File: src/rtl/matrix_key_emulator_if.sv
// Command port of the 4x4 keypad emulator: one key press/release event per handshake.
// A command transfers on a clock edge where cmd_valid and cmd_ready are both high; the requester holds cmd_valid, cmd_key and cmd_press stable until then.
interface matrix_key_emulator_if;
  logic       cmd_valid;
  logic       cmd_ready;
  logic [3:0] cmd_key;
  logic       cmd_press;

  modport master (output cmd_valid, output cmd_key, output cmd_press, input cmd_ready);
  modport slave  (input cmd_valid, input cmd_key, input cmd_press, output cmd_ready);
endinterface

File: src/rtl/matrix_key_emulator.sv
// Keypad-side responder for a 4x4 active-low matrix scanner. It replays key press/release
// commands on the col lines, with LFSR-driven contact bounce on the key that is changing.
module matrix_key_emulator #(
  parameter int          BOUNCE_CYC  = 60000,
  parameter int          BOUNCE_STEP = 256,
  parameter logic [15:0] LFSR_SEED   = 16'hACE1
) (
  input  logic                  clk,
  input  logic                  rst_n,
  input  logic [3:0]            row,
  output logic [3:0]            col,
  matrix_key_emulator_if.slave  cmd,
  output logic                  busy,
  output logic                  done,
  output logic [15:0]           key_state,
  output logic [1:0]            fsm_state
);

  localparam int CW = (BOUNCE_CYC > 1) ? $clog2(BOUNCE_CYC) : 1;
  localparam int SW = (BOUNCE_STEP > 1) ? $clog2(BOUNCE_STEP) : 1;
  localparam logic [CW-1:0] CNT_LAST  = CW'((BOUNCE_CYC > 0) ? BOUNCE_CYC - 1 : 0);
  localparam logic [SW-1:0] STEP_LAST = SW'((BOUNCE_STEP > 0) ? BOUNCE_STEP - 1 : 0);

  typedef enum logic [1:0] {
    IDLE   = 2'd0,
    BOUNCE = 2'd1,
    DONE   = 2'd2
  } state_t;

  state_t        state, state_nx;
  logic          started;
  logic [15:0]   key_nx;
  logic [3:0]    tgt, tgt_nx;
  logic          tgt_val, tgt_val_nx;
  logic          level, level_nx;
  logic [CW-1:0] cnt, cnt_nx;
  logic [SW-1:0] step_cnt, step_nx;
  logic [15:0]   lfsr, lfsr_nx;
  logic          lfsr_fb;
  logic [15:0]   eff;
  logic [3:0]    col_nx;
  logic          accept;

  // Ready is held low while in reset and only rises on the first edge after release.
  assign cmd.cmd_ready = started && (state == IDLE);
  assign accept        = cmd.cmd_valid && cmd.cmd_ready;
  assign busy          = (state == BOUNCE);
  assign done          = (state == DONE);
  assign fsm_state     = state;
  assign lfsr_fb       = lfsr[15] ^ lfsr[13] ^ lfsr[12] ^ lfsr[10];

  always_ff @(posedge clk or negedge rst_n) begin
    if (!rst_n) begin
      state     <= IDLE;
      started   <= 1'b0;
      key_state <= 16'h0000;
      tgt       <= 4'd0;
      tgt_val   <= 1'b0;
      level     <= 1'b0;
      cnt       <= '0;
      step_cnt  <= '0;
      lfsr      <= LFSR_SEED;
      col       <= 4'hF;
    end else begin
      state     <= state_nx;
      started   <= 1'b1;
      key_state <= key_nx;
      tgt       <= tgt_nx;
      tgt_val   <= tgt_val_nx;
      level     <= level_nx;
      cnt       <= cnt_nx;
      step_cnt  <= step_nx;
      lfsr      <= lfsr_nx;
      col       <= col_nx;
    end
  end

  always_comb begin
    state_nx   = state;
    key_nx     = key_state;
    tgt_nx     = tgt;
    tgt_val_nx = tgt_val;
    level_nx   = level;
    cnt_nx     = cnt;
    step_nx    = step_cnt;
    lfsr_nx    = lfsr;
    case (state)
      IDLE: begin
        if (accept) begin
          if (cmd.cmd_press == key_state[cmd.cmd_key]) begin
            state_nx = DONE;
          end else if (BOUNCE_CYC == 0) begin
            key_nx[cmd.cmd_key] = cmd.cmd_press;
            state_nx            = DONE;
          end else begin
            // The bouncing contact starts from its old level so the window opens without a glitch.
            tgt_nx     = cmd.cmd_key;
            tgt_val_nx = cmd.cmd_press;
            level_nx   = ~cmd.cmd_press;
            cnt_nx     = '0;
            step_nx    = '0;
            state_nx   = BOUNCE;
          end
        end
      end
      BOUNCE: begin
        if (cnt == CNT_LAST) begin
          key_nx[tgt] = tgt_val;
          state_nx    = DONE;
        end else begin
          cnt_nx = cnt + 1'b1;
          if (step_cnt == STEP_LAST) begin
            step_nx  = '0;
            lfsr_nx  = {lfsr[14:0], lfsr_fb};
            level_nx = lfsr_fb;
          end else begin
            step_nx = step_cnt + 1'b1;
          end
        end
      end
      DONE:    state_nx = IDLE;
      default: state_nx = IDLE;
    endcase
  end

  // Contact matrix: a closed key pulls its column low whenever its row is driven low.
  always_comb begin
    eff = key_state;
    if (state == BOUNCE) eff[tgt] = level;
    col_nx = 4'hF;
    for (int c = 0; c < 4; c++) begin
      for (int r = 0; r < 4; r++) begin
        if (eff[4*r+c] && !row[r]) col_nx[c] = 1'b0;
      end
    end
  end

endmodule

File: src/flat_wrapper.sv
// flat-port wrapper written by rule: the top's interface ports become plain ports
module matrix_key_emulator_flat 
#(
  parameter int          BOUNCE_CYC  = 60000,
  parameter int          BOUNCE_STEP = 256,
  parameter logic [15:0] LFSR_SEED   = 16'hACE1
)
  (clk, rst_n, row, col, busy, done, key_state, fsm_state, cmd_cmd_valid, cmd_cmd_key, cmd_cmd_press, cmd_cmd_ready);
  matrix_key_emulator_if cmd_i ();
  input  logic clk;
  input  logic rst_n;
  input  logic [3:0] row;
  output logic [3:0] col;
  output logic busy;
  output logic done;
  output logic [15:0] key_state;
  output logic [1:0] fsm_state;
  input wire logic [$bits(cmd_i.cmd_valid)-1:0] cmd_cmd_valid;
  input wire logic [$bits(cmd_i.cmd_key)-1:0] cmd_cmd_key;
  input wire logic [$bits(cmd_i.cmd_press)-1:0] cmd_cmd_press;
  output wire logic [$bits(cmd_i.cmd_ready)-1:0] cmd_cmd_ready;
  assign cmd_i.cmd_valid = cmd_cmd_valid;
  assign cmd_i.cmd_key = cmd_cmd_key;
  assign cmd_i.cmd_press = cmd_cmd_press;
  assign cmd_cmd_ready = cmd_i.cmd_ready;
  matrix_key_emulator #(.BOUNCE_CYC(BOUNCE_CYC), .BOUNCE_STEP(BOUNCE_STEP), .LFSR_SEED(LFSR_SEED)) u_core (.clk(clk), .rst_n(rst_n), .row(row), .col(col), .cmd(cmd_i), .busy(busy), .done(done), .key_state(key_state), .fsm_state(fsm_state));
endmodule
File: config.mk
export PLATFORM = sky130hd
export DESIGN_NAME = matrix_key_emulator_flat
export DESIGN_NICKNAME = d
export VERILOG_FILES = /design/src/rtl/matrix_key_emulator_if.sv /design/src/rtl/matrix_key_emulator.sv /design/src/flat_wrapper.sv
export SDC_FILE = /design/constraint.sdc
export NUM_CORES = 1
export LEC_CHECK = 0
export ABC_AREA = 0
export CAP_MARGIN = 20
export CORE_MARGIN = 1
export CORE_UTILIZATION = 57
export DETAILED_ROUTE_END_ITERATION = 8
export GPL_TIMING_DRIVEN = 0
export PLACE_DENSITY = 0.8
export SYNTH_ARGS = -nofsm -noshare
export SYNTH_HDL_FRONTEND = slang
export SYNTH_SLANG_ARGS = --single-unit
File: constraint.sdc
create_clock -name clk -period 2.6 [get_ports clk]
set_input_delay 0.39 -clock clk [delete_from_list [all_inputs] [get_ports clk]]
set_output_delay 0.39 -clock clk [all_outputs]
set_load 0.01 [all_outputs]
* After elaboration in Yosys (flattened, before gate mapping)
Index checks and enable logic that the tools add are counted.
** Cells by class
- Equal/unequal tests :: 10
- Bitwise operators :: 6
- $add $sub $neg :: 2
- Reduce and logical (&&, ||, !) cells :: 31
- Mux-type cells :: 41
- Magnitude comparators :: 3
** Operators with widths (count)
- 16-bit two-way mux :: 4
- 16-bit bitwise mux :: 2
- 8-bit two-way mux :: 4
- 16-bit one-hot mux with 2 select lines :: 1
- 1-bit two-way mux :: 22
- 1-bit logical AND :: 19
- 16-bit by 1-bit adder with 16-bit output (second input constant) :: 1
- 16-bit == test (second input constant) :: 1
- 8-bit one-hot mux with 2 select lines :: 1
- 4-bit by 5-bit < comparator with 1-bit output (second input constant) :: 2
- 8-bit by 1-bit adder with 8-bit output (second input constant) :: 1
- 8-bit == test (second input constant) :: 1
- 2-bit two-way mux :: 3
- 2-bit by 1-bit inequality test with 1-bit output (second input constant) :: 3
- 3-bit AND reduction :: 2
- 5-bit AND reduction :: 1
- 1-bit binary-select mux with 4-bit select :: 1
- 1-bit demux with 4-bit select :: 1
- 4-bit by 1-bit >= comparator with 1-bit output (second input constant) :: 1
- 1-bit zero test :: 4
- 2-bit inequality test (second input constant) :: 2
- 2-bit one-hot mux with 2 select lines :: 1
- 2-bit AND reduction :: 2
- 4-bit AND reduction :: 1
- 8 further kinds :: 12
** Word-level totals
- Input bits :: 12
- Register bits after elaboration :: 69

* Depth between registers and ports, before layout
- Depth in word-level cells :: 11
- Depth in mapped cells :: 9

* Worst setup path before layout
OpenSTA, ideal clock, no wires.
- Path type :: reg-to-reg
- From :: reg u_core.cnt[0]
- To :: reg u_core.key_state[7]
- Buffers on the path :: 3
- Cell stages (with the launch flop) :: 10
- Clock period less this slack :: 2.310 ns
- Required time :: 2.475 ns
- Slack :: 0.290 ns
- Setup time :: 0.125 ns
- Data arrival time :: 2.186 ns
- Cells stage by stage :: dfrtp_1 -> ha_1 -> nand3_1 -> or2_2 -> clkbuf_1 -> or2_1 -> clkbuf_1 -> clkbuf_1 -> nor3_1 -> mux2_2
** Between the ends
- Word-level cells in the longest chain between the ends :: 2
** RTL lines
- start: declaration :: line matrix_key_emulator.sv:36 : logic [CW-1:0] cnt, cnt_nx;
- start signal: assignment :: line matrix_key_emulator.sv:71 : cnt <= cnt_nx;
- 16-bit == test :: line matrix_key_emulator.sv:107 : if (cnt == CNT_LAST) begin
- 2-bit AND reduction (no source line)
- end signal: assignment :: line matrix_key_emulator.sv:67 : key_state <= key_nx;
- end: declaration :: line matrix_key_emulator.sv:15 : output logic [15:0] key_state,
No other way between the ends.
A chain may end at the register's enable or synchronous reset.

* Worst setup path in the final report
- From :: in cmd_cmd_key[2]
- To :: reg u_core.cnt[3]
** Between the ends
- Word-level cells in the longest chain between the ends :: 5
** RTL lines
- start: declaration :: line flat_wrapper.sv:19 : input wire logic [$bits(cmd_i.cmd_key)-1:0] cmd_cmd_key;
- 1-bit binary-select mux with 4-bit select :: line matrix_key_emulator.sv:90 : if (cmd.cmd_press == key_state[cmd.cmd_key]) begin
- 1-bit two-way mux (implied by the code) :: line matrix_key_emulator.sv:90
- 1-bit == test :: line matrix_key_emulator.sv:90
- 2-bit inequality test (no source line)
- 4-bit AND reduction (no source line)
No other way between the ends. The select of a mux whose other input is x is not followed.

==> impl_metrics.py <==
metrics = {
    "detailed_routing": {
        "drt_first_pass_iters": 7,
        "drt-vias-per-instance": 6.49,
        "post_drt_wl_per_cell_um": 18.2,
        "ant_nets": 0,
        "drc_errors": 0,
        "routed_wl_um": 8720,
        "dr.first_iter.drc_count": 187,
        "num_vias": 3102,
    },
    "yosys": {
        "synth_area_leaders": "dfrtp_1 (38%), mux2_2 (11%), dfstp_2 (8.5%), o21ai_0 (3.6%), nand3_1 (3.4%)",
        "synth_top_area_cell": "dfrtp_1",
        "netlist_area_sq_mm": 0.00373,
        "yosysSeqAreaShare_pct": 46.7,
        "netlist.area_leader.share_pct": 38.3,
        "syn_nets": 363,
        "synth_flop_cell": "dfrtp_1",
        "ys_types": 53,
        "ys_async_sr_fraction_pct": 100,
        "yosys_warnings": 0,
        "post_synth.cell_area_avg_sq_um": 10.7,
        "synth-seq-cells": 69,
        "synth_edf_count": 0,
        "netlist_instances": 349,
    },
    "setup_path": {
        "crit_type": "in -> reg",
        "crit_path_end_kind": "flip-flop",
        "crit_path_start_kind": "input port",
        "rrSetupSlack_ns": 0.14,
        "arrival_ns": 2.72,
        "r2r-end": "u_core.cnt[3]$_DFFE_PN0P_",
        "rr_worst_depth": 7,
        "reg2reg_from": "u_core.key_state[7]$_DFFE_PN0P_",
        "critPathMaxFanout": 10,
        "critPathRequiredTime_ns": 2.82,
    },
    "global_route": {
        "overflow": 0,
        "grt_pass1_wl_um": 14600,
        "grt_max_degree": 70,
        "grt_pass1_vias": 2908,
        "grtUsageTotal_pct": 26.7,
        "grt_antenna_before_repair": 0,
    },
    "floorplanning": {
        "io_pins": 37,
        "dieWidth_um": 82.9,
        "core-area_sq_mm": 0.00635,
        "rows": 29,
        "dieArea_sq_mm": 0.00687,
        "die_height_um": 82.9,
        "start_util_pct": 58.7,
    },
    "place": {
        "io_buffers": 36,
        "gp_congestion": 0.921,
        "dpl_cell_area_sq_mm": 0.00418,
        "dpl.hpwl_um": 5870,
    },
    "timing": {
        "finClkSkew_ns": 0.0127,
        "slew_headroom_pct": 37.9,
        "rsz0062_at_grt": "no",
        "min_period_over_period_pct": 96.2,
        "hold_violations": 0,
        "max_freq_mhz": 400,
        "maxSlewViolCount": 0,
        "setup_viol": 0,
        "fin_crit_ns": 2.50,
        "worstMarginPinSlew_ns": 0.924,
    },
    "job": {
        "cap_violations": 0,
    },
    "hold_path": {
        "hold_path.class": "in -> async",
    },
    "clock_network": {
        "clock-root-buffer": "clkbuf_8",
        "cts_sinks": 69,
        "cts_tree": "built",
        "cts_max_level": 3,
        "holdBufCountCts": 0,
        "cts.clk_slew.worst_paths_ns": 0.08,
        "cts-buffers-inserted": 9,
        "clk_path_buf_depth": 2,
        "worstSkewPairLatency_ns": 0.35,
    },
    "pwr": {
        "peakVddDrop_uv": 478,
        "leakage_nw": 1.78,
        "p_total_mw": 3.27,
        "power.density_mw_per_mm2": 730,
    },
    "cells_and_area": {
        "antenna_cells": 0,
        "final_layout_size_suffix_gt1_share_pct": 24.4,
        "layout_commonest_cell": "dfrtp_1",
        "seqCellArea_sq_mm": 0.00174,
        "fillers": 458,
        "final_cell_mix": "dfrtp_1 (56), mux2_2 (37), clkdlybuf4s50_1 (34)",
        "area_delta_synth_final_pct": 20.0,
        "nets": 410,
        "final_area_sq_mm": 0.00447,
        "multi_input_area_sq_mm": 0.00192,
    },
    "outcome": {
        "status": "completed",
    },
}
## routing by layer
metal  part of all wire (%)  track usage (%)
met5                      0                0
met4                    1.3             7.21
met3                    6.7             7.85
met2                     47             40.9
met1                     45             37.2
## final cells by class
type	count	share of cell area, %
inverter	3	0.252
timing repair buffer	38	8.33
sequential	69	39.0
clock buffer	12	3.24
clock inverter	4	2.13
tap	77	2.15
multi-input combinational	258	43.0
buffer	17	1.96
## through the flow
| stage | utilization [%] | TNS (ns) | setup slack [ns] | cells | hold WS (ns) |
|---|---|---|---|---|---|
| final | 70.5 | 0 | 0.0984 | 478 | 0.133 |
| after global routing | 70.5 | 0 | 0.0155 | 478 | 0.202 |
| after CTS | 70.0 | 0 | 0.00471 | 479 | 0.172 |
| after detailed placement | 65.9 | -14.94 | -0.551 | 462 | 0.494 |
| after global placement | 65.9 | -80.95 | -1.10 | 462 | 0.483 |
| after floorplan | - | 0 | 0.290 | 349 | 0.0944 |
## worst max path at each step
| stage | slack, ns | to | start | cells after the start |
|---|---|---|---|---|
| final | 0.1 | u_core.cnt[3]$_DFFE_PN0P_ | cmd_cmd_key[2] | 8 |
| after global routing | 0.02 | busy | u_core.fsm_state[1]$_DFFE_PN0P_ | 5 |
| after CTS | 0.005 | u_core.cnt[8]$_DFFE_PN0P_ | u_core.cnt[1]$_DFFE_PN0P_ | 9 |
| after detailed placement | -0.55 | u_core.tgt[3]$_DFFE_PN0P_ | cmd_cmd_key[2] | 6 |
| after global placement | -1.10 | u_core.lfsr[8]$_DFFE_PN0P_ | rst_n | 1 |
| after floorplan | 0.29 | u_core.key_state[7]$_DFFE_PN0P_ | u_core.cnt[0]$_DFFE_PN0P_ | 9 |
## critical path: stages
cell and delay [ns]:
clkdlybuf4s15_1 0.34, mux4_1 0.60, mux4_2 0.53, xnor2_2 0.20, a22o_4 0.27, inv_2 0.08
buf_6 0.19, a31oi_4 0.09
## cell usage after synthesis (2+ instances only)
library cell  instances
dfrtp_1              57
mux2_2               37
o21ai_0              27
nand3_1              25
a21oi_1              24
nor3_1               20
nand2_1              17
clkbuf_1             16
nor2_1               13
dfstp_2              12
nor4_1                8
nand4_1               7
o22a_1                7
a211oi_1              6
and3_1                5
a21oi_2               4
a31oi_4               4
mux4_1                4
o21a_1                4
a22o_1                3
a41oi_1               3
nand2b_1              3
nor2b_1               3
or2_2                 3
xnor2_1               3
a31oi_1               2
and2_1                2
ha_1                  2
inv_1                 2
nand3b_1              2
nor3b_1               2
## timing repair
| item | in CTS | in global routing |
|---|---|---|
| gates resized for setup | 9 | 11 |
| pin swaps | 1 | 0 |
| cloned | 0 | 0 |
| endpoints found under the hold margin | 0 | 0 |
| setup buffers | 1 | 1 |
| setup endpoints to repair | 47 | 30 |
## where the power goes
part           total [mW]  switching [mW]  leakage [nW]  internal [mW]
sequential           1.41           0.195         0.891           1.22
combinational       0.793           0.477         0.763          0.315
clock                1.06           0.397         0.121          0.663
total                3.27            1.07          1.78           2.20
## flip-flops by register name, summed over array words and instances, names as in the netlist
name              cells
u_core.started        1
u_core.cnt           16
u_core.col            4
u_core.step_cnt       8
u_core.tgt_val        1
u_core.fsm_state      2
u_core.lfsr          16
u_core.level          1
u_core.tgt            4
u_core.key_state     16
## cell families after synthesis
logic type / count (synthesis) / share of synthesized area [%]
simple gates: 114 / 15.9
fa+ha+maj: 2 / 0.671
compound gates: 94 / 18.1
flops: 69 / 46.7
xor+xnor: 5 / 1.38
mux: 42 / 14.6
other cells: 1 / 0.101
buf+inv: 22 / 2.55
Note: power is estimated with default switching activity, not from simulation.
